$ cat config.mk
export PLATFORM = sky130hd
export DESIGN_NAME = rca_seq_addsub
export DESIGN_NICKNAME = d
export VERILOG_FILES = /design/src/rtl/rca_pkg.sv /design/src/rtl/rca_slice.sv /design/src/rtl/rca_seq_addsub.sv
export SDC_FILE = /design/constraint.sdc
export NUM_CORES = 1
export LEC_CHECK = 0
export CORE_MARGIN = 3
export CORE_UTILIZATION = 30
export DETAILED_ROUTE_END_ITERATION = 7
export GPL_TIMING_DRIVEN = 0
export SLEW_MARGIN = 5
export SYNTH_ARGS = -nofsm -noshare
export SYNTH_HDL_FRONTEND = slang
export SYNTH_HIERARCHICAL = 1
export SYNTH_SLANG_ARGS = --single-unit
$ cat constraint.sdc
create_clock -name clk -period 4.2 [get_ports clk]
set_input_delay 0.63 -clock clk [delete_from_list [all_inputs] [get_ports clk]]
set_output_delay 0.63 -clock clk [all_outputs]
set_load 0.03 [all_outputs]
$ cat src/rtl/rca_pkg.sv
// Shared types and helpers for the sequential ripple-carry adder/subtractor.
package rca_pkg;

  typedef enum logic [1:0] {
    IDLE = 2'd0,
    BUSY = 2'd1,
    DONE = 2'd2
  } rca_state_t;

  // Number of slice passes needed to cover an n-bit operand, chunk bits at a time.
  function automatic int steps(input int n, input int chunk);
    return n / chunk;
  endfunction

endpackage

$ cat src/rtl/rca_slice.sv
// Combinational W-bit ripple-carry slice built from a chain of full adders.
// Exposes the carry into the MSB so the caller can derive signed overflow.
module rca_slice #(
  parameter int W = 4
) (
  input  logic [W-1:0] a,
  input  logic [W-1:0] b,
  input  logic         cin,
  output logic [W-1:0] sum,
  output logic         co,
  output logic         c_msb_in
);

  logic [W:0] c;

  assign c[0] = cin;

  for (genvar i = 0; i < W; i++) begin : g_fa
    assign sum[i]  = a[i] ^ b[i] ^ c[i];
    assign c[i+1]  = (a[i] & b[i]) | (c[i] & (a[i] ^ b[i]));
  end

  assign co       = c[W];
  assign c_msb_in = c[W-1];

endmodule

$ cat src/rtl/rca_seq_addsub.sv
// Multi-cycle N-bit adder/subtractor: one CHUNK-wide ripple slice is reused
// STEPS = N/CHUNK times, LSB chunk first, with the carry kept in a register.
// Subtraction is a + ~b + 1. Valid/ready handshake on both sides.
module rca_seq_addsub
  import rca_pkg::*;
#(
  parameter int N     = 32,
  parameter int CHUNK = 4
) (
  input  logic         clk,
  input  logic         rst_n,
  input  logic         in_valid,
  output logic         in_ready,
  input  logic [N-1:0] a,
  input  logic [N-1:0] b,
  input  logic         cin,
  input  logic         sub,
  output logic         out_valid,
  input  logic         out_ready,
  output logic [N-1:0] sum,
  output logic         co,
  output logic         ovf,
  output logic         zero
);

  localparam int             STEPS = steps(N, CHUNK);
  localparam int             SW    = (STEPS > 1) ? $clog2(STEPS) : 1;
  localparam logic [SW-1:0]  LAST  = SW'(STEPS - 1);

  if (CHUNK < 1 || (N % CHUNK) != 0) begin : g_bad_params
    $fatal(1, "rca_seq_addsub: N (%0d) must be a multiple of CHUNK (%0d)", N, CHUNK);
  end

  rca_state_t       state, state_nx;
  logic [SW-1:0]    step;
  logic [N-1:0]     a_r, b_r, sum_r, sum_nx;
  logic             carry;
  logic             co_r, ovf_r, zero_r;

  logic [CHUNK-1:0] sl_a, sl_b, sl_sum;
  logic             sl_co, sl_cmsb;

  rca_slice #(.W(CHUNK)) u_slice (
    .a        (sl_a),
    .b        (sl_b),
    .cin      (carry),
    .sum      (sl_sum),
    .co       (sl_co),
    .c_msb_in (sl_cmsb)
  );

  // Select the operand chunk addressed by step and merge the slice result back.
  always_comb begin
    // NOTE: every always_comb output gets a default first so no path leaves it unassigned (no latch).
    sl_a   = '0;
    sl_b   = '0;
    sum_nx = sum_r;
    for (int i = 0; i < STEPS; i++) begin
      if (step == SW'(i)) begin
        sl_a                      = a_r[i*CHUNK +: CHUNK];
        sl_b                      = b_r[i*CHUNK +: CHUNK];
        sum_nx[i*CHUNK +: CHUNK]  = sl_sum;
      end
    end
  end

  // State register.
  always_ff @(posedge clk) begin
    // NOTE: sequential state uses non-blocking (<=) so all flops update together at the edge.
    if (!rst_n) state <= IDLE;
    else        state <= state_nx;
  end

  // Next-state and handshake outputs.
  always_comb begin
    state_nx  = state;
    in_ready  = 1'b0;
    out_valid = 1'b0;
    case (state)
      IDLE: begin
        in_ready = 1'b1;
        if (in_valid) state_nx = BUSY;
      end
      BUSY: begin
        if (step == LAST) state_nx = DONE;
      end
      DONE: begin
        out_valid = 1'b1;
        if (out_ready) state_nx = IDLE;
      end
      default: state_nx = IDLE;
    endcase
  end

  // Operand capture, per-chunk accumulation and final flag latching.
  always_ff @(posedge clk) begin
    if (!rst_n) begin
      step   <= '0;
      a_r    <= '0;
      b_r    <= '0;
      carry  <= 1'b0;
      sum_r  <= '0;
      co_r   <= 1'b0;
      ovf_r  <= 1'b0;
      zero_r <= 1'b0;
    end else begin
      case (state)
        IDLE: begin
          if (in_valid) begin
            a_r   <= a;
            b_r   <= sub ? ~b : b;
            carry <= sub ? 1'b1 : cin;
            sum_r <= '0;
            step  <= '0;
          end
        end
        BUSY: begin
          sum_r <= sum_nx;
          carry <= sl_co;
          if (step == LAST) begin
            co_r   <= sl_co;
            ovf_r  <= sl_co ^ sl_cmsb;
            zero_r <= (sum_nx == '0);
          end else begin
            step <= step + 1'b1;
          end
        end
        default: ;
      endcase
    end
  end

  assign sum  = sum_r;
  assign co   = co_r;
  assign ovf  = ovf_r;
  assign zero = zero_r;

endmodule
==> results of run 1 <==
-- stage by stage --
stage                     setup slack, ns  TNS [ns]  hold slack [ns]
after CTS                          -0.135    -0.135            0.456
after global placement             -0.733     -2.44            0.443
final                              -0.135    -0.135            0.453
after detailed placement           -0.748     -2.56            0.445
after global routing               -0.262    -0.262            0.483
after floorplan                   0.00369         0            0.431
-- synth_stat cells, types with 2 or more instances --
| cell | instances | area (um^2) |
|---|---|---|
| a221oi_1 | 15 | 131 |
| buf_1 | 2 | 7.51 |
| a22o_1 | 8 | 70.1 |
| fa_1 | 4 | 80.1 |
| a211oi_1 | 37 | 278 |
| dfxtp_1 | 105 | 2100 |
| and2_1 | 4 | 25.0 |
| nor2b_1 | 26 | 163 |
| xnor2_1 | 29 | 254 |
| inv_1 | 22 | 82.6 |
| xor2_1 | 4 | 35.0 |
| a32oi_1 | 4 | 35.0 |
| nand2_1 | 77 | 289 |
| o21ai_0 | 21 | 105 |
| mux2i_1 | 5 | 50.1 |
| nand3b_1 | 8 | 60.1 |
| buf_6 | 2 | 22.5 |
| buf_2 | 5 | 25.0 |
| nor4_1 | 3 | 18.8 |
| a22oi_1 | 29 | 218 |
| nand2b_1 | 12 | 75.1 |
| ha_1 | 6 | 75.1 |
| nor3_1 | 5 | 25.0 |
| o21ai_1 | 4 | 20.0 |
| a21oi_1 | 56 | 280 |
| nor2_1 | 92 | 345 |
| clkbuf_1 | 45 | 169 |
| or4_1 | 2 | 15.0 |
| a31oi_1 | 2 | 12.5 |
-- worst register-to-register path, stage by stage, from the launching register on --
cell     delay, ns
dfxtp_2       0.36
inv_2         0.06
ha_1          0.20
buf_6         0.14
or2_4         0.28
o21ai_1       0.15
a22o_1        0.15
o21ai_2       0.07
a21oi_2       0.18
fa_2          0.20
inv_1         0.05
fa_2          0.33
fa_2          0.34
inv_2         0.07
fa_2          0.48
nor4_2        0.23
mux2_4        0.19
o21ai_2       0.05
or4_4         0.53
o31ai_2       0.17
-- registers in the layout, indices dropped and copies added, names as in the netlist --
| name | flops |
|---|---|
| state | 2 |
| step | 3 |
| co | 1 |
| sum | 32 |
| zero | 1 |
| a_r | 32 |
| carry | 1 |
| ovf | 1 |
| b_r | 32 |
-- how the worst max path moves through the flow --
stage / to / startpoint / depth (start not counted)
finish: zero$_SDFFE_PN0P_ / step[0]$_SDFFE_PN0P_ / 19
detailed placement: zero$_SDFFE_PN0P_ / step[2]$_SDFFE_PN0P_ / 19
global route: zero$_SDFFE_PN0P_ / step[1]$_SDFFE_PN0P_ / 18
CTS: zero$_SDFFE_PN0P_ / step[1]$_SDFFE_PN0P_ / 19
global placement: zero$_SDFFE_PN0P_ / step[2]$_SDFFE_PN0P_ / 19
floorplan: zero$_SDFFE_PN0P_ / step[2]$_SDFFE_PN0P_ / 17
-- power by group --
part | switching [uW] | internal, uW
Sequential | 34.8 | 1050
Combinational | 300 | 220
Clock | 363 | 492
Total | 697 | 1760
-- cell usage in the layout, fill, tap and decap left out, types with 3 or more instances in the layout --
cell,Yosys,layout
o21ai_1,4,7
a221oi_1,15,13
nor2_1,92,90
inv_1,22,18
clkdlybuf4s50_1,0,105
xor2_1,4,4
ha_1,6,3
clkbuf_8,0,5
a22o_1,8,8
inv_2,0,4
nand2b_1,12,11
xnor2_1,29,29
clkbuf_16,0,9
clkbuf_1,45,35
fa_2,0,4
dfxtp_1,105,102
and2_1,4,4
buf_6,2,5
nor3_1,5,5
buf_2,5,5
buf_4,0,9
a32oi_1,4,4
a211oi_1,37,37
nand3b_1,8,8
a22oi_1,29,29
nand2_1,77,76
o21ai_0,21,16
nor2b_1,26,26
mux2i_1,5,5
a21oi_1,56,54
-- final cells by class --
type,instances,area (um^2)
fill,1777,9730
multi-input combinational,470,2900
sequential,105,2110
timing repair buffer,114,1120
buffer,52,300
tap,220,275
clock buffer,13,260
inverter,23,86.3
clock inverter,2,37.5
-- what timing repair did --
action,4_1_cts,5_1_grt
buffers inserted,2,7
pin swaps,4,8
hold buffers,0,0
setup endpoints to repair,9,1
gates resized for setup,36,19
-- metal layers --
metal  wire length, um  vias up
met2              7420      141
met1              7200     2240
met5                 0        -
met3              1060       16
met4               201        0
li1                  -     2505
-- kinds of logic after synthesis --
logic type	share of synthesized area
adder cells (fa/ha/maj)	0.0297
buffers and inverters	0.0595
AND/OR/NAND/NOR	0.207
XOR/XNOR	0.0554
flip-flops	0.403
multiplexers	0.0118
AO/OA/AOI/OAI	0.234
==> run metrics, run 1 <==
die area=19000 um^2; Iter 0 DRT Violations=roughly 320; Syn Inst Count=between 600 and 700; gr usage total=0.168; Mapped Nets=between 700 and 800; final core occ=0.421; Register-to-Register Path Depth=19; Post-Layout Cell Count=roughly 1000; grt met1 use=0.222; fin. max-slew vios=0; post-synthesis async set-or-reset flop share=0; Chip Height=between 100 and 150 um; Crit path top cell by count=fa_2; Max Freq=~230 MHz; WHS Endpoint=a_r[15]$_SDFFE_PN0P_; DRC Markers=0; TritonCTS Sinks=105; Worst Path Buf+Inv=4; Clock Tree Buf Depth=2; vias in the first global route=between 4000 and 5000; WL/cell=around 16 um; number of H-tree levels=3; TritonCTS clock tree=built; Skew-Pair Late Insertion Delay=roughly 0.36 ns; Reg-to-Reg End=zero$_SDFFE_PN0P_; CP Capture Type=flop; met3 GRT Util=0.0381; count of final hold-check violations=0; worst hold path class=flop to flop; Slew @ Worst Pin=about 0.65 ns; Slowest cell on crit path=or4_4; Worst EP arrival=between 4 and 5 ns; critical path, cell by cell=inv_2, ha_1, buf_6, or2_4, o21ai_1, a22o_1, o21ai_2, a21oi_2, fa_2, inv_1, fa_2, fa_2, inv_2, fa_2, nor4_2, mux2_4, o21ai_2, or4_4, o31ai_2; cts bufs inserted=9; Syn. warnings=6; Crit Path Max Fanout=10; Area growth syn-to-layout=35.8%; DRT Wirelength=15900 um; Placer Congestion=slightly below 0.9; Vias=between 4000 and 5000; core outline area=16800 um^2; met2 Resource Use GR=0.274; overall power=about 2500 uW; row cnt=47; FF+latch count, synth=between 100 and 150; CTS root buffer=clkbuf_16; Max Clock Skew=slightly below 0.007 ns; Initial Util=0.310; register area share after synthesis=0.403; Worst-path clk slew=roughly 0.070 ns; Tcrit/Tclk final=1.03; first-pass GRT wire length=24600 um; number of antenna violations at the first check in global routing=0; Inserted Diodes=0; Largest stage delay, worst path=0.53 ns; post-route ant nets=0; HPWL after detailed placement=11900 um; max_slew headroom=0.565; 1st-pass router iterations=4; max-cap violation count=0; Leak=0.00254 uW; Layout Nets=about 860; R2R Path Start=step[0]$_SDFFE_PN0P_; post-route cell area=just over 7000 um^2; share of cells above drive strength 1=0.0924; hold_sp=a_r[15]$_SDFFE_PN0P_; DR vias/cell=4.91; Post-synth EDFFs=0; Worst setup SP type=flop; peak supply drop=approximately 220 uV; Final WS setup=-0.135 ns; CP Data Required Time=4.48 ns; worst setup path class=flop to flop; largest net degree at the start of global routing=16; # IOs=between 100 and 150; Die X=138 um; RSZ-0062 raised after global routing=true; Most Crowded Layer GR=met2; Period minus WS final=roughly 4.3 ns; top_reg_cell synth=dfxtp_1; IO Port Bufs=approximately 110; grt ovf=0; hold depth=2; delay-heaviest family, CP=adder cells; flop2flop setup slack=-0.14 ns; DP Cell Count=approximately 1000; pwr dens=347 nW/um^2; count of final setup violators=1; count of cell types in the netlist=47; status=complete, but fails checks; Mean Syn Cell Area=8.00 um^2; failing checks=negative setup slack; Placed Area=about 6600 um^2; post-synthesis cell area=around 5200 um^2
No activity file was read; power rests on OpenSTA's default activity.
==> run 2: changes to the inputs <==
--- a/config.mk
+++ b/config.mk
@@ -5,10 +5,12 @@
 export SDC_FILE = /design/constraint.sdc
 export NUM_CORES = 1
 export LEC_CHECK = 0
+export ABC_AREA = 1
 export CORE_MARGIN = 3
 export CORE_UTILIZATION = 30
 export DETAILED_ROUTE_END_ITERATION = 7
 export GPL_TIMING_DRIVEN = 0
+export SKIP_LAST_GASP = 1
 export SLEW_MARGIN = 5
 export SYNTH_ARGS = -nofsm -noshare
 export SYNTH_HDL_FRONTEND = slang
==> run 2 against run 1 <==
Against the previous run: the flow now finishes without violations; clock-buffer cell count shrank 4; clock power grew 2.3%; clock skew grew 0.0035 ns; first-iteration DRC count shrank 21%; critical endpoint unchanged; largest cell class unchanged; highest routed layer unchanged.
==> run metrics, run 2 <==
status=finished clean (was complete, but fails checks); most common cell after layout, fill and taps aside=nand2_1 (was clkdlybuf4s50_1); Syn. warnings=6 (unchanged); flop2flop setup slack=0.19 ns (was -0.14 ns); Max Clock Skew=0.0103 ns (was 0.00681 ns); cts bufs inserted=9 (unchanged); Die X=143 um (was 138 um); first-pass GRT wire length=25900 um (was 24600 um); peak supply drop=206 uV (was 221 uV); 1st-pass router iterations=4 (unchanged); Layout Nets=1066 (was 855); Crit path top cell by count=nand2_1 (was fa_2); register area share after synthesis=0.372 (was 0.403); grt ovf=0 (unchanged); HPWL after detailed placement=12600 um (was 11900 um); Max Freq=249 MHz (was 231 MHz); Chip Height=143 um (was 138 um); most frequent cells in the layout=191 x nand2_1, 115 x nor2_1, 105 x clkdlybuf4s50_1 (was 105 x clkdlybuf4s50_1, 102 x dfxtp_1, 90 x nor2_1); WL/cell=13.6 um (was 15.9 um); number of H-tree levels=3 (unchanged); max_slew headroom=0.635 (was 0.565); count leader, synth=nand2_1 (was dfxtp_1); post-synthesis cell area=5650 um^2 (was 5220 um^2); core outline area=18200 um^2 (was 16800 um^2); met2 Resource Use GR=0.261 (was 0.274); max-cap violation count=0 (unchanged); Worst-path clk slew=0.08 ns (was 0.07 ns); TritonCTS Sinks=105 (unchanged); Comb pwr share=0.272 (was 0.211); Worst EP arrival=4.31 ns (was 4.61 ns); hold_sp=b_r[14]$_SDFFE_PN0P_ (was a_r[15]$_SDFFE_PN0P_); Post-Layout Cell Count=1220 (was 999); DR vias/cell=4.53 (was 4.91); Slew @ Worst Pin=0.548 ns (was 0.652 ns); Flop pwr share=0.405 (was 0.441); Placer Congestion=0.847 (was 0.864); Syn Inst Count=838 (was 652); largest net degree at the start of global routing=20 (was 16); vias in the first global route=5129 (was 4777); gr usage total=0.162 (was 0.168); number of antenna violations at the first check in global routing=0 (unchanged); share of the synthesized area in the top cell type=0.372 (was 0.403); worst hold path class=flop to flop (unchanged); Internal=1830 uW (was 1760 uW); TritonCTS clock tree=built (unchanged); post-synthesis async set-or-reset flop share=0 (unchanged); hold depth=2 (unchanged); Vias=5526 (was 4902); Period minus WS final=4.01 ns (was 4.34 ns); Iter 0 DRT Violations=250 (was 316); Inserted Diodes=0 (unchanged); die area=20500 um^2 (was 19000 um^2); DP Cell Count=1172 (was 977); CP Capture Type=flop (unchanged); grt met1 use=0.218 (was 0.222); met3 GRT Util=0.0435 (was 0.0381); Area growth syn-to-layout=37.6% (was 35.8%); final setup TNS=0 ns (was -0.135 ns); pwr dens=348 nW/um^2 (was 347 nW/um^2); critical path, cell by cell=ha_2, ha_1, clkbuf_4, clkbuf_4, nand2_1, nand2_2, fa_2, inv_2, fa_2, fa_2, inv_2, fa_1, inv_2, buf_6, nand2_1, nand2_1, nand2_1, nor2_1, nand2_1, nor2_1, nand2_1, a21oi_2 (was inv_2, ha_1, buf_6, or2_4, o21ai_1, a22o_1, o21ai_2, a21oi_2, fa_2, inv_1, fa_2, fa_2, inv_2, fa_2, nor4_2, mux2_4, o21ai_2, or4_4, o31ai_2); count of final hold-check violations=0 (unchanged); Clk pwr share=0.324 (was 0.348); Post-synth EDFFs=0 (unchanged); Crit Path Max Fanout=10 (unchanged); share of cells above drive strength 1=0.135 (was 0.0924); Reg-to-Reg End=zero$_SDFFE_PN0P_ (unchanged); most frequent cells after synthesis=198 x nand2_1, 118 x nor2_1, 105 x dfxtp_1 (was 105 x dfxtp_1, 92 x nor2_1, 77 x nand2_1); FF+latch count, synth=105 (unchanged); top_reg_cell synth=dfxtp_1 (unchanged); Clock Tree Buf Depth=2 (unchanged); Skew-Pair Late Insertion Delay=0.36 ns (about the same); worst setup path class=flop to flop (unchanged); WHS Endpoint=b_r[14]$_SDFFE_PN0P_ (was a_r[15]$_SDFFE_PN0P_); Synth area leaders=dfxtp_1 37%, nand2_1 13%, nor2_1 7.8%, inv_1 6.3%, o21ai_0 6.0% (was dfxtp_1 40%, nor2_1 6.6%, nand2_1 5.5%, a21oi_1 5.4%, a211oi_1 5.3%); count of final setup violators=0 (was 1); Initial Util=0.310 (about the same); Tcrit/Tclk final=0.956 (was 1.03); Sw Share=0.323 (was 0.284); post-route ant nets=0 (unchanged); fin. max-slew vios=0 (unchanged); Largest stage delay, worst path=0.44 ns (was 0.53 ns); DRT Wirelength=16600 um (was 15900 um); # IOs=107 (unchanged); IO Port Bufs=105 (unchanged); row cnt=49 (was 47); Most Crowded Layer GR=met2 (unchanged); Net Switching=875 uW (was 697 uW); Leak=0.00329 uW (was 0.00254 uW); CP Data Required Time=4.49 ns (was 4.48 ns); count of cell types in the netlist=30 (was 47); DRC Markers=0 (unchanged); R2R Path Start=step[0]$_SDFFE_PN0P_ (unchanged); post-synth top area cell=dfxtp_1 (unchanged); CTS root buffer=clkbuf_16 (unchanged); Register-to-Register Path Depth=22 (was 19); Worst setup SP type=flop (unchanged); Slowest cell on crit path=fa_1 (was or4_4); Mapped Nets=918 (was 732); Mean Syn Cell Area=6.74 um^2 (was 8.00 um^2)
## run 2: changes by cell type in the layout (fill, tap and decap cells not counted), sizes merged, moves of 20 or more
cell and delta:
nand3 +58, a22oi -29, nor2 +30, nor2b -26, o21ai +49, inv +80
a211oi -24, clkbuf -20, buf +34, nand2 +126
## run 2: power by group through the flow
stage,Sequential [uW],Combinational [uW],Clock (uW)
final,1090,735,875
after global routing,1100,822,939
after CTS,1090,678,890
after detailed placement,1120,648,0
after global placement,1120,645,0
after floorplan,1120,410,0
## run 2: cells by family (layout without fill, tap and decap cells)
group	after synthesis	count (layout)	share of synthesized area
adder cells (fa/ha/maj)	10	10	0.0275
XOR/XNOR	33	33	0.0512
AO/OA/AOI/OAI	152	152	0.146
flip-flops	105	105	0.372
AND/OR/NAND/NOR	391	391	0.291
buffers and inverters	147	300	0.113
## run 2: worst max-delay path by stage
stage / start / to / cells past startpoint
after floorplan: step[2]$_SDFFE_PN0P_ / zero$_SDFFE_PN0P_ / 27
after global placement: step[2]$_SDFFE_PN0P_ / zero$_SDFFE_PN0P_ / 27
after detailed placement: step[2]$_SDFFE_PN0P_ / zero$_SDFFE_PN0P_ / 27
after CTS: step[2]$_SDFFE_PN0P_ / zero$_SDFFE_PN0P_ / 28
after global routing: step[2]$_SDFFE_PN0P_ / zero$_SDFFE_PN0P_ / 28
final: step[0]$_SDFFE_PN0P_ / zero$_SDFFE_PN0P_ / 22
## run 2: stage by stage
stage          utilization  total power, uW  setup WS, ns  cell area [um^2]  hold WS, ns
3_3_place_gp         0.384             1760        -0.631              6980        0.436
4_1_cts              0.404             2660       0.00650              7350        0.453
5_1_grt              0.427             2860       -0.0125              7770        0.467
6_report             0.427             2710         0.186              7770        0.451
2_1_floorplan            -             1530         0.352              5650        0.425
3_5_place_dp         0.384             1760        -0.659              6980        0.442
## run 2: layout make-up
cell class | count | area, um^2
plain buffers | 46 | 302
clock buffers | 9 | 225
clock inverters | 7 | 76.3
fillers | 1921 | 10400
inverters | 100 | 403
multi-input cells | 586 | 3010
flip-flops and latches | 105 | 2110
well taps | 229 | 287
repair buffers | 138 | 1350
## run 2: repair_timing
item,4_1_cts,5_1_grt
cloned,0,2
endpoints found under the setup margin,9,1
buffers inserted,5,26
hold buffers,0,0
pin swaps,1,19
resized for setup,15,56
## run 2: layer usage
metal / share of wire / up-vias
met5: 0 / -
met4: 0.011 / 0
met3: 0.053 / 15
met2: 0.46 / 133
met1: 0.47 / 2453
li1: - / 2925
## run 2: worst max-delay path, delay by kind of cell (launching register included)
family	cells	cell delay [ns]
AOI/OAI and AO/OA	1	0.13
and+or+nand+nor	9	0.75
DFF	1	0.39
buffers and inverters	6	0.87
adders and majority gates	6	1.81
